$ cat src/rtl/pwm_pkg.sv
// rtl/pwm_pkg.sv - shared constants and duty helpers for the multi-channel PWM DAC
package pwm_pkg;

    localparam int MAX_WIDTH = 12;

    // Top code of a WIDTH-bit carrier (last cycle of a period).
    function automatic logic [MAX_WIDTH-1:0] cnt_max(input int width);
        return MAX_WIDTH'((1 << width) - 1);
    endfunction

    // Half-scale code; silence for offset-binary samples.
    function automatic logic [MAX_WIDTH-1:0] midscale(input int width);
        return MAX_WIDTH'(1) << (width - 1);
    endfunction

    // Two's complement to offset binary is just an MSB flip.
    function automatic logic [MAX_WIDTH-1:0] to_duty(input logic [MAX_WIDTH-1:0] din,
                                                     input int width,
                                                     input bit signed_in);
        return din ^ (signed_in ? midscale(width) : '0);
    endfunction

endpackage

$ cat src/rtl/pwm_dac_multi_compare_ch.sv
// rtl/pwm_dac_multi_compare_ch.sv - per-channel active duty register and PWM comparator
module pwm_compare_ch
    import pwm_pkg::*;
#(
    parameter int               WIDTH     = 8,
    parameter logic [WIDTH-1:0] RESET_VAL = '0
) (
    input  logic             clk,
    input  logic             rst,
    input  logic             en,
    input  logic [WIDTH-1:0] cnt,
    input  logic             load,
    input  logic [WIDTH-1:0] shadow,
    output logic             dout
);

    logic [WIDTH-1:0] active;

    // Duty takes effect only on load; output is the registered carrier compare.
    always_ff @(posedge clk) begin
        if (rst) begin
            active <= RESET_VAL;
            dout   <= 1'b0;
        end else begin
            if (load) begin
                active <= shadow;
            end
            dout <= en && (cnt < active);
        end
    end

endmodule

$ cat src/rtl/pwm_dac_multi.sv
// rtl/pwm_dac_multi.sv - multi-channel double-buffered PWM DAC with underrun detection
module pwm_dac_multi
    import pwm_pkg::*;
#(
    parameter int NCH       = 2,
    parameter int WIDTH     = 8,
    parameter int SIGNED_IN = 1
) (
    input  logic                 MCLK,
    input  logic                 MRST,
    input  logic                 en,
    input  logic [NCH*WIDTH-1:0] din,
    input  logic                 din_valid,
    output logic                 din_ready,
    input  logic                 clr_underrun,
    output logic [NCH-1:0]       dout,
    output logic                 period_start,
    output logic                 underrun
);

    localparam logic [WIDTH-1:0] CNT_MAX    = WIDTH'(cnt_max(WIDTH));
    localparam logic [WIDTH-1:0] ACTIVE_RST = (SIGNED_IN != 0) ? WIDTH'(midscale(WIDTH)) : '0;

    logic [WIDTH-1:0]     cnt;
    logic [NCH*WIDTH-1:0] shadow;
    logic [NCH*WIDTH-1:0] duty;
    logic                 shadow_full;
    logic                 armed;
    logic                 wrap;
    logic                 accept;
    logic                 load;

    assign din_ready = !shadow_full;
    assign accept    = din_valid && !shadow_full;
    assign wrap      = en && (cnt == CNT_MAX);
    // While stopped there is no period to wait for, so a pending frame loads at once.
    assign load      = shadow_full && (wrap || !en);

    // Per-channel sample to duty conversion of the incoming frame.
    always_comb begin
        duty = '0;
        for (int i = 0; i < NCH; i++) begin
            duty[i*WIDTH +: WIDTH] = WIDTH'(to_duty(MAX_WIDTH'(din[i*WIDTH +: WIDTH]),
                                                    WIDTH, SIGNED_IN != 0));
        end
    end

    // Carrier, shadow handshake, period marker and sticky underrun.
    always_ff @(posedge MCLK) begin
        if (MRST) begin
            cnt          <= '0;
            shadow       <= '0;
            shadow_full  <= 1'b0;
            armed        <= 1'b0;
            period_start <= 1'b0;
            underrun     <= 1'b0;
        end else begin
            cnt          <= en ? cnt + 1'b1 : '0;
            period_start <= en && (cnt == '0);
            if (accept) begin
                shadow      <= duty;
                shadow_full <= 1'b1;
                armed       <= 1'b1;
            end else if (load) begin
                shadow_full <= 1'b0;
            end
            // A fresh underrun outranks a simultaneous clear.
            if (wrap && !shadow_full && armed) begin
                underrun <= 1'b1;
            end else if (clr_underrun) begin
                underrun <= 1'b0;
            end
        end
    end

    for (genvar i = 0; i < NCH; i++) begin : g_ch
        pwm_compare_ch #(
            .WIDTH     (WIDTH),
            .RESET_VAL (ACTIVE_RST)
        ) u_ch (
            .clk    (MCLK),
            .rst    (MRST),
            .en     (en),
            .cnt    (cnt),
            .load   (load),
            .shadow (shadow[i*WIDTH +: WIDTH]),
            .dout   (dout[i])
        );
    end

endmodule
$ cat config.mk
export PLATFORM = sky130hd
export DESIGN_NAME = pwm_dac_multi
export DESIGN_NICKNAME = d
export VERILOG_FILES = /design/src/rtl/pwm_pkg.sv /design/src/rtl/pwm_dac_multi_compare_ch.sv /design/src/rtl/pwm_dac_multi.sv
export SDC_FILE = /design/constraint.sdc
export NUM_CORES = 1
export LEC_CHECK = 0
export CORE_MARGIN = 3
export CORE_UTILIZATION = 55
export DETAILED_ROUTE_END_ITERATION = 8
export GPL_TIMING_DRIVEN = 0
export PLACE_DENSITY_LB_ADDON = 0.05
export SYNTH_ARGS = -nofsm -noshare
export SYNTH_HDL_FRONTEND = slang
export SYNTH_SLANG_ARGS = --single-unit
$ cat constraint.sdc
create_clock -name MCLK -period 1.6 [get_ports MCLK]
set_input_delay 0.16 -clock MCLK [delete_from_list [all_inputs] [get_ports MCLK]]
set_output_delay 0.16 -clock MCLK [all_outputs]
set_load 0.05 [all_outputs]
==> metrics.cfg <==
[power]
power_frac_clock = 0.416
vdd_drop_max_mv = 0.756
seq_power_share = 0.483
power_density_mw_per_mm2 = 947
p_switching_uw = 536
finalPower_mw = 2.52
leakagePower_nw = 1.14
p_sw_frac = 0.213
p_comb_frac = 0.101
power.internal_mw = 1.98

[floorplan]
dieArea_mm2 = 0.00478
chipWidth_um = 69.2
dieHeight_um = 69.2
std_cell_rows = 22
start_util = 0.586
io_pins = 26
coreArea_mm2 = 0.00374

[sta]
rsz0062_at_grt = yes
slew_headroom = 0.662
min_period_ns = 1.57
fmax_ghz = 0.636
setup-violations-final = 0
worst_slew_pin_slew_ns = 0.507
tns_ns = 0
hold_violations = 0
fin_crit_sh = 0.982
hold_ws_ns = 0.399
clock_skew_ns = 0.00925
finalMaxSlewViolations = 0

[drt]
route.detailed.drc = 0
wl_um = 4180
vias_per_cell = 5.11
drt_pass1_iterations = 5
detail-route-antenna-nets = 0
route.vias.total = 1661
routedWlPerCell_um = 12.9
drt_iter0_markers = 79

[clocking]
clk_pin_slew_ns = 0.08
cts_root_buf = clkbuf_8
cts_buffer_depth = 2
post-cts-setup-buffers = 0
postCtsHoldBufs = 0
numCtsBuffers = 5
clkSinkCount = 46
cts_tree = done
htree_num_levels = 2
clkLatencyLatePin_ns = 0.29

[final_layout]
area_delta_synth_final_pct = 21.2
final_cells = 325
final_nets = 313
diodes = 0
drive_above_1_share = 0.0903
fill_cells = 307
fin_area_mm2 = 0.00266

[grt]
antenna_found_initial = 0
grt-ovfl-total = 0
grt_max_degree = 15
grt_pass1_wl_um = 7250
grt_pass1_vias = 1646
gr-usage-all-layers = 0.184

[worst_setup_path]
max_stage_delay_ns = 0.80
cp.arrival_ns = 1.41
critPathSlowestCell = clkdlybuf4s50_1
cp_cell_sequence = clkdlybuf4s50_1
crit_path_end_kind = output port
crit_required_ns = 1.44
crit_family = buffers and inverters
start_kind = flop
path_max_fanout = 2
path_buf_inv = 1
criticalPathCategory = reg2out

[synthesis]
syn_nets = 282
synthFlopType = dfxtp_1
synth_edf_count = 0
avgSynthCellArea_um2 = 8.96
yosys_warnings = 0
async_flop_share = 0
ys_seq_area_frac = 0.420
syn_inst = 245
yosys_register_bits = 46
netlist-cell-type-count = 37
synth_area_mm2 = 0.00219

[placement]
dp_cells = 317
dpl_cell_area_mm2 = 0.00249
gp_congestion = 0.775
port_buffers = 24
post-dp-hpwl_um = 2940

[run_status]
status = finished, final reports clean

[run]
cap_violations = 0

[worst_hold_path]
hp-class = in2reg

## cell usage in the layout, fill, tap and decap left out, types with 2 or more instances in the layout
master           instances
a2111oi_0                3
a211oi_1                 2
a21o_1                   2
a21oi_1                 18
and4_1                   2
buf_4                    2
bufinv_16                2
clkbuf_1                 9
clkbuf_8                 6
clkdlybuf4s50_1         20
dfxtp_1                 38
dfxtp_2                  7
dlygate4sd2_1            3
ha_1                    15
inv_1                   17
mux2i_1                 16
nand2_1                 32
nand2b_1                32
nand3_1                  3
nand4_1                  2
nor2_1                  15
nor2b_1                  2
o21a_1                   2
o31a_1                   2
or3_1                    2
xor2_1                   2
## repair_timing
| item | in CTS | in global routing |
|---|---|---|
| gates cloned | 0 | 0 |
| gates resized for setup | 8 | 10 |
| endpoints found under the setup margin | 15 | 23 |
## path summary, 6_finish.rpt
check / slack [ns] / from / endpoint / cells past startpoint
worst max-delay path: 0.03 / underrun$_SDFFE_PP0P_ / underrun / 1
worst min-delay path: 0.40 / MRST / g_ch[1].u_ch.active[1]$_SDFFE_PP0P_ / 3
worst min register to register: 0.46 / shadow[13]$_SDFFE_PP0P_ / shadow[13]$_SDFFE_PP0P_ / 2
worst max register to register: 0.03 / g_ch[0].u_ch.active[6]$_SDFFE_PP0P_ / g_ch[0].u_ch.dout$_SDFF_PP0_ / 5
## cell type report
cell class / count / area (um^2) / share of cell area
plain buffers: 14 / 85.1 / 0.0320
inverters: 17 / 63.8 / 0.0240
flip-flops and latches: 46 / 933 / 0.351
clock buffers: 6 / 82.6 / 0.0311
well taps: 48 / 60.1 / 0.0226
multi-input cells: 168 / 1130 / 0.427
repair buffers: 24 / 239 / 0.0899
clock inverters: 2 / 60.1 / 0.0226
## flip-flops by register name (all words and copies together), names as in the netlist
signal / cells
shadow_full: 1
armed: 1
shadow: 16
g_ch.u_ch.active: 16
underrun: 1
g_ch.u_ch.dout: 2
period_start: 1
cnt: 8
## Yosys cell counts (all sizes together), types with 3 or more instances
| library cell | instances | share of area |
|---|---|---|
| a21oi | 18 | 0.041 |
| inv | 17 | 0.029 |
| clkbuf | 10 | 0.017 |
| nand4 | 3 | 0.011 |
| mux2i | 16 | 0.073 |
| buf | 4 | 0.021 |
| a2111oi | 4 | 0.016 |
| nand3 | 3 | 0.0068 |
| nand2 | 33 | 0.060 |
| dfxtp | 46 | 0.42 |
| ha | 16 | 0.091 |
| nor2 | 15 | 0.026 |
| nand2b | 32 | 0.091 |
## kinds of logic (layout without fill, tap and decap cells)
kind of cell | after synthesis | after routing | share of synthesized area
XOR/XNOR | 3 | 3 | 0.0120
adder cells (fa/ha/maj) | 16 | 16 | 0.0912
multiplexers | 16 | 16 | 0.0730
buffers and inverters | 31 | 63 | 0.0673
AND/OR/NAND/NOR | 97 | 97 | 0.231
flip-flops | 46 | 46 | 0.420
AO/OA/AOI/OAI | 36 | 36 | 0.106
## power by group through the flow
| stage | combinational [mW] | clock, mW | sequential (mW) |
|---|---|---|---|
| 2_1_floorplan | 0.161 | 0 | 1.24 |
| 3_3_place_gp | 0.252 | 0 | 1.24 |
| 3_5_place_dp | 0.256 | 0 | 1.24 |
| 4_1_cts | 0.255 | 1.07 | 1.22 |
| 5_1_grt | 0.284 | 1.11 | 1.22 |
| 6_report | 0.254 | 1.05 | 1.22 |
## layer usage
metal	global-route usage	wire, um	up-vias
met2	0.298	1890	33
met5	0	0	-
met1	0.237	2050	744
li1	-	-	876
met4	0.0651	69	0
met3	0.0466	167	8
## stage by stage
step	util	worst slack [ns]
6_report	0.710	0.0288
5_1_grt	0.710	-0.00332
4_1_cts	0.705	0.00461
3_5_place_dp	0.666	-0.167
3_3_place_gp	0.666	-0.164
2_1_floorplan	-	0.158
(Power assumes the default switching activity.)
